$ cat src/rtl/psg_bank_ctrl.sv
// psg_bank_ctrl: buffered write sequencer, per-chip filter/mute registers and
// saturating mixer for a bank of SN76489-class PSGs sharing one data bus.
module psg_bank_ctrl #(
  parameter int NUM_CHIPS     = 3,
  parameter int FIFO_DEPTH    = 4,
  parameter int FILT_W        = 2,
  parameter int SMP_W         = 16,
  parameter int GAIN          = 176,
  parameter int READY_TIMEOUT = 64
) (
  input  logic                          clk,
  input  logic                          reset,
  input  logic                          psg_cen,
  input  logic                          mix_cen,
  input  logic                          wr_req,
  input  logic [2:0]                    wr_chip,
  input  logic [7:0]                    wr_data,
  output logic                          wr_full,
  input  logic                          filt_wr,
  input  logic [2:0]                    filt_chip,
  input  logic [FILT_W-1:0]             filt_sel,
  input  logic                          filt_mute,
  output logic [NUM_CHIPS*FILT_W-1:0]   filt_sel_o,
  output logic [7:0]                    psg_d,
  output logic [NUM_CHIPS-1:0]          psg_ce_n,
  output logic                          psg_we_n,
  input  logic [NUM_CHIPS-1:0]          psg_ready,
  input  logic [NUM_CHIPS*SMP_W-1:0]    psg_in,
  output logic signed [SMP_W-1:0]       mix_out,
  output logic                          err_ovf,
  output logic                          err_tout,
  output logic [2:0]                    tout_chip
);

  localparam int PTR_W  = $clog2(FIFO_DEPTH);
  localparam int CNT_W  = PTR_W + 1;
  localparam int TO_W   = $clog2(READY_TIMEOUT + 1);
  localparam int SUM_W  = SMP_W + 3;
  localparam int PROD_W = SUM_W + 11;

  localparam logic signed [PROD_W-1:0] GAIN_S  = PROD_W'(GAIN);
  localparam logic signed [PROD_W-1:0] SAT_MAX = PROD_W'((1 << (SMP_W - 1)) - 1);
  localparam logic signed [PROD_W-1:0] SAT_MIN = PROD_W'(-(1 << (SMP_W - 1)));

  typedef enum logic [2:0] {
    S_IDLE,
    S_SETUP,
    S_STROBE,
    S_WAIT_HI,
    S_RELEASE
  } state_t;

  state_t                  state, state_next;
  logic [PTR_W-1:0]        wr_ptr, rd_ptr;
  logic [CNT_W-1:0]        count, count_next;
  logic [2:0]              fifo_chip [FIFO_DEPTH];
  logic [7:0]              fifo_data [FIFO_DEPTH];
  logic                    chip_ok, push, pop;
  logic [2:0]              cur_chip;
  logic [TO_W-1:0]         tcnt, tcnt_next;
  logic                    ready_sel, tout_fire;
  logic [NUM_CHIPS-1:0]    mute_r;
  logic signed [SMP_W-1:0] smp;
  logic signed [SUM_W-1:0] sum;
  logic signed [PROD_W-1:0] prod;

  // Writes to chips that do not exist are discarded without flagging.
  assign chip_ok    = int'(wr_chip) < NUM_CHIPS;
  // Full is taken from the registered count, so a push while full is dropped
  // even when a pop happens in the same clk.
  assign push       = wr_req && chip_ok && !wr_full;
  assign count_next = count + CNT_W'(push) - CNT_W'(pop);

  // FIFO pointers, occupancy, registered full flag and sticky overflow flag.
  // NOTE: state registers use nonblocking assignments so every flop samples
  // the pre-edge values of its neighbours, independent of block ordering.
  always_ff @(posedge clk or posedge reset) begin
    if (reset) begin
      wr_ptr  <= '0;
      rd_ptr  <= '0;
      count   <= '0;
      wr_full <= 1'b0;
      err_ovf <= 1'b0;
    end else begin
      if (push) wr_ptr <= wr_ptr + PTR_W'(1);
      if (pop)  rd_ptr <= rd_ptr + PTR_W'(1);
      count   <= count_next;
      wr_full <= (count_next == CNT_W'(FIFO_DEPTH));
      if (wr_req && chip_ok && wr_full) err_ovf <= 1'b1;
    end
  end

  // FIFO storage, written only by accepted pushes.
  // NOTE: the storage array has no reset; occupancy lives in count, so a
  // stale entry is never read after reset.
  always_ff @(posedge clk) begin
    if (push) begin
      fifo_chip[wr_ptr] <= wr_chip;
      fifo_data[wr_ptr] <= wr_data;
    end
  end

  // READY of the chip currently being written.
  always_comb begin
    ready_sel = 1'b0;
    for (int i = 0; i < NUM_CHIPS; i++)
      if (cur_chip == 3'(i)) ready_sel = psg_ready[i];
  end

  // Handshake next-state logic; only psg_cen ticks advance it.
  always_comb begin
    // NOTE: every signal written here gets a default first, so no path
    // through the case can infer a latch.
    state_next = state;
    pop        = 1'b0;
    tcnt_next  = tcnt;
    tout_fire  = 1'b0;
    if (psg_cen) begin
      unique case (state)
        S_IDLE: begin
          if (count != '0) begin
            pop        = 1'b1;
            state_next = S_SETUP;
          end
        end
        S_SETUP: begin
          tcnt_next  = '0;
          state_next = S_STROBE;
        end
        S_STROBE, S_WAIT_HI: begin
          tcnt_next = tcnt + TO_W'(1);
          // A genuine READY transition wins over an abort on the same tick.
          if (state == S_STROBE && !ready_sel) begin
            state_next = S_WAIT_HI;
          end else if (state == S_WAIT_HI && ready_sel) begin
            state_next = S_RELEASE;
          end else if (tcnt_next == TO_W'(READY_TIMEOUT)) begin
            tout_fire  = 1'b1;
            state_next = S_RELEASE;
          end
        end
        S_RELEASE: state_next = S_IDLE;
        default:   state_next = S_IDLE;
      endcase
    end
  end

  // Handshake state, latched chip/data, timeout counter and timeout flags.
  always_ff @(posedge clk or posedge reset) begin
    if (reset) begin
      state     <= S_IDLE;
      tcnt      <= '0;
      cur_chip  <= '0;
      psg_d     <= '0;
      err_tout  <= 1'b0;
      tout_chip <= '0;
    end else begin
      state <= state_next;
      tcnt  <= tcnt_next;
      if (pop) begin
        cur_chip <= fifo_chip[rd_ptr];
        psg_d    <= fifo_data[rd_ptr];
      end
      if (tout_fire) begin
        err_tout  <= 1'b1;
        tout_chip <= cur_chip;
      end
    end
  end

  // Strobes decoded from the state register; reset forces IDLE, which
  // releases CE/WE without waiting for a clock edge.
  always_comb begin
    psg_ce_n = '1;
    psg_we_n = 1'b1;
    if (state inside {S_SETUP, S_STROBE, S_WAIT_HI}) begin
      for (int i = 0; i < NUM_CHIPS; i++)
        if (cur_chip == 3'(i)) psg_ce_n[i] = 1'b0;
    end
    if (state inside {S_STROBE, S_WAIT_HI}) psg_we_n = 1'b0;
  end

  // Per-chip filter select and mute; out-of-range chip indices match nothing.
  always_ff @(posedge clk or posedge reset) begin
    if (reset) begin
      filt_sel_o <= '0;
      mute_r     <= '0;
    end else if (filt_wr) begin
      for (int i = 0; i < NUM_CHIPS; i++) begin
        if (filt_chip == 3'(i)) begin
          filt_sel_o[i*FILT_W +: FILT_W] <= filt_sel;
          mute_r[i]                      <= filt_mute;
        end
      end
    end
  end

  // Sum of unmuted samples with three guard bits, scaled by the fixed gain.
  always_comb begin
    smp = '0;
    sum = '0;
    for (int i = 0; i < NUM_CHIPS; i++) begin
      smp = psg_in[i*SMP_W +: SMP_W];
      if (!mute_r[i]) sum = sum + SUM_W'(smp);
    end
    prod = PROD_W'(sum) * GAIN_S;
  end

  // Saturating output register, held between mix_cen pulses.
  always_ff @(posedge clk or posedge reset) begin
    if (reset) begin
      mix_out <= '0;
    end else if (mix_cen) begin
      if (prod > SAT_MAX)      mix_out <= SMP_W'(SAT_MAX);
      else if (prod < SAT_MIN) mix_out <= SMP_W'(SAT_MIN);
      else                     mix_out <= SMP_W'(prod);
    end
  end

endmodule
$ cat config.mk
export PLATFORM = sky130hd
export DESIGN_NAME = psg_bank_ctrl
export DESIGN_NICKNAME = d
export VERILOG_FILES = /design/src/rtl/psg_bank_ctrl.sv
export SDC_FILE = /design/constraint.sdc
export NUM_CORES = 1
export LEC_CHECK = 0
export CORE_MARGIN = 4
export CORE_UTILIZATION = 29
export CTS_BUF_LIST = sky130_fd_sc_hd__clkbuf_4
export DETAILED_ROUTE_END_ITERATION = 10
export PLACE_DENSITY = 0.47
export SETUP_SLACK_MARGIN = 0.2
export SLEW_MARGIN = 20
export SYNTH_ARGS = -nofsm -noshare
export SYNTH_HDL_FRONTEND = slang
export SYNTH_SLANG_ARGS = --single-unit
$ cat constraint.sdc
create_clock -name clk -period 8.6 [get_ports clk]
set_clock_uncertainty 0.15 [all_clocks]
set_input_delay 1.72 -clock clk [delete_from_list [all_inputs] [get_ports clk]]
set_output_delay 1.72 -clock clk [all_outputs]
set_load 0.05 [all_outputs]
==> results_dict.tcl <==
set metrics [dict create \
    hp-start "err_ovf" \
    syn_avg_cell_area_um2 9.48 \
    grt_overflow 0 \
    vias_per_cell 4.70 \
    netlist-cell-type-count 75 \
    rows 62 \
    grt_pass1_wl_mm 39.9 \
    status "finished clean" \
    setup_viol 0 \
    dp_worst_setup_slack_ns -0.984 \
    tritoncts "built" \
    timing_hold_violations_final 0 \
    netlist_instances 898 \
    cp-startpoint "psg_in[0]" \
    synth_edf_count 44 \
    yosysSeqAreaShare_pct 32.0 \
    fin_nets 1420 \
    track_usage_pct 15.2 \
    drv_cap 0 \
    min_period_ns 8.46 \
    synth_top_area_share_pct 16.5 \
    hpwl_mm 18.9 \
    dieArea_um2 32200 \
    synthTopCellsByCount "inv_1, ha_1, nand2_1, o21ai_0, dfrtp_1" \
    cp-endpoint "mix_out[7]" \
    worstPathArrival_ns 8.68 \
    drv_slew 0 \
    placed_area_um2 11600 \
    crit_path_start_kind "input pin" \
    placed_cells 1578 \
    die-height_um 179 \
    yosys_warnings 0 \
    drive_gt1_share_pct 34.8 \
    r2r_cells 34 \
    first_pass_iters 4 \
    required_ns 8.82 \
    yosysMostFrequentCell "inv_1" \
    tightestPinTransition_ns 1.03 \
    rr_startpoint "mute_r[0]" \
    core_area_um2 28900 \
    area_growth_pct 51.4 \
    root_buffer "clkbuf_4" \
    grt_max_degree 57 \
    path_clk_slew_ns 0.18 \
    min_path_type "flip-flop to flip-flop" \
    synthArstFlopShare_pct 56.0 \
    postCtsHoldBufs 0 \
    worst_skew_pair.late_latency_ns 0.47 \
    fillerInstances 2838 \
    initial_core_util_pct 29.5 \
    post-route-period-util_pct 98.3 \
    crit_fanout 3 \
    reg2reg_to "mix_out[7]" \
    rsz0062_at_grt "true" \
    final_area_um2 12900 \
    fin_setup_tns_ns 0 \
    drt_wl_total_mm 24.2 \
    instances_no_fill 1639 \
    synth_fp_nets 1069 \
    port_buffers 113 \
    num_vias 7705 \
    slew_headroom_pct 31.6 \
    ant_nets 0 \
    ios 114 \
    antenna_found_initial 1 \
    synth_seq_cells 100 \
    end_kind "flip-flop" \
    synth_ff_type "dfrtp_1" \
    first_global_vias 8001 \
    gp_congestion 0.841 \
    multiInputGateArea_um2 6110 \
    drc_errors 0 \
    cts_max_path_buffers 2 \
    die_x_um 179 \
    cts_made_buffers 9 \
    synthTopCellsByArea "dfrtp_1, edfxtp_1, ha_1" \
    drt_iter0_markers 305 \
    synth_area_um2 8510 \
    htreeDepth 3 \
    seq_area_um2 2720 \
    clock-sinks 100 \
    synth_area_leader_cell "dfrtp_1" \
    wl_per_cell_um 14.8 \
    timing.reg2reg.setup_slack_ns 0.46 \
    critPathSlowestCell "fa_1" \
    finalWorstSetupSlack_ns 0.143 \
    fmax_mhz 118 \
    crit_path_frequent_cell "buf_6" \
    crit_type "input pin to flip-flop" \
    cpPeakStageDelay_ns 0.49 \
]
sequential cells by signal (all words and copies together), names as in the netlist:
register    flops
filt_sel_o      6
err_tout        1
cur_chip        3
rd_ptr          2
state           3
mute_r          3
tcnt            7
count           3
mix_out        13
fifo_data      32
wr_ptr          2
tout_chip       3
psg_d           8
wr_full         1
err_ovf         1
fifo_chip      12
worst max-delay path: cells and delay by family:
kind	cells	cell delay, ns
xor gates and xnor gates	1	0.19
AOI/OAI and AO/OA	14	2.47
and+or+nand+nor	8	1.71
buffers and inverters	6	0.67
adders and majority gates	6	1.91
cells in the final DEF, fill, tap and decap left out, drive strengths merged, types with 7 or more instances in the layout:
master and count:
nor4 9, and2 7, o21ai 65, dfrtp 56, o31ai 13, clkbuf 10
a21o 18, nand3 16, inv 96, buf 253, fa 19, a21oi 56
ha 78, mux4 11, nor3 14, nand2 69, a211oi 18, o21a 8
edfxtp 44, nor2b 27, xnor2 40, and3 9, mux2i 7, a22oi 9
clkdlybuf4s50 102, xor2 14, o211ai 7, mux2 30, or3 8, nor2 54
logic make-up after synthesis:
logic type                 synth area share, %
buffers and inverters                     5.42
adders and majority gates                 15.9
DFF                                       32.0
and+or+nand+nor                           14.9
muxes                                     7.70
xor gates and xnor gates                  5.56
AOI/OAI and AO/OA                         18.5
area by class of cell:
class	count	area share, %
antenna	1	0.0194
clock buffer	9	0.524
clock inverter	7	0.602
inverter	93	2.71
multi-input combinational	680	47.4
sequential	100	21.1
tap	384	3.73
timing repair buffer	365	23.9
metrics by stage:
| stage | utilization [%] | hold WS (ns) |
|---|---|---|
| finish | 44.7 | 0.332 |
| global route | 44.7 | 0.364 |
| CTS | 42.4 | 0.339 |
| detailed placement | 40.4 | 0.297 |
| global placement | 40.4 | 0.296 |
| floorplan | - | 0.325 |
routing by layer:
metal | global-route usage (%) | part of all wire (%) | vias to the layer above
met2 | 26.5 | 50 | 70
met5 | 0 | 0 | -
met4 | 2.51 | 0.95 | 0
met3 | 2.32 | 2.7 | 13
li1 | - | - | 3951
met1 | 20.3 | 47 | 3671
worst min-delay path by stage:
stage | to | slack, ns | cells after the start
final | err_ovf | 0.33 | 1
after global routing | err_ovf | 0.36 | 1
after CTS | err_ovf | 0.34 | 1
after detailed placement | err_ovf | 0.30 | 1
after global placement | err_ovf | 0.30 | 1
after floorplan | count[2] | 0.33 | 1
what timing repair did:
item | 4_1_cts | 5_1_grt
buffers inserted | 26 | 18
gates resized for setup | 59 | 107
pin swaps | 43 | 87
setup endpoints to repair | 13 | 13
Power is left out: the tool's default activity adds up to more than one toggle a clock period on the data nets, which glitch-free logic cannot reach.
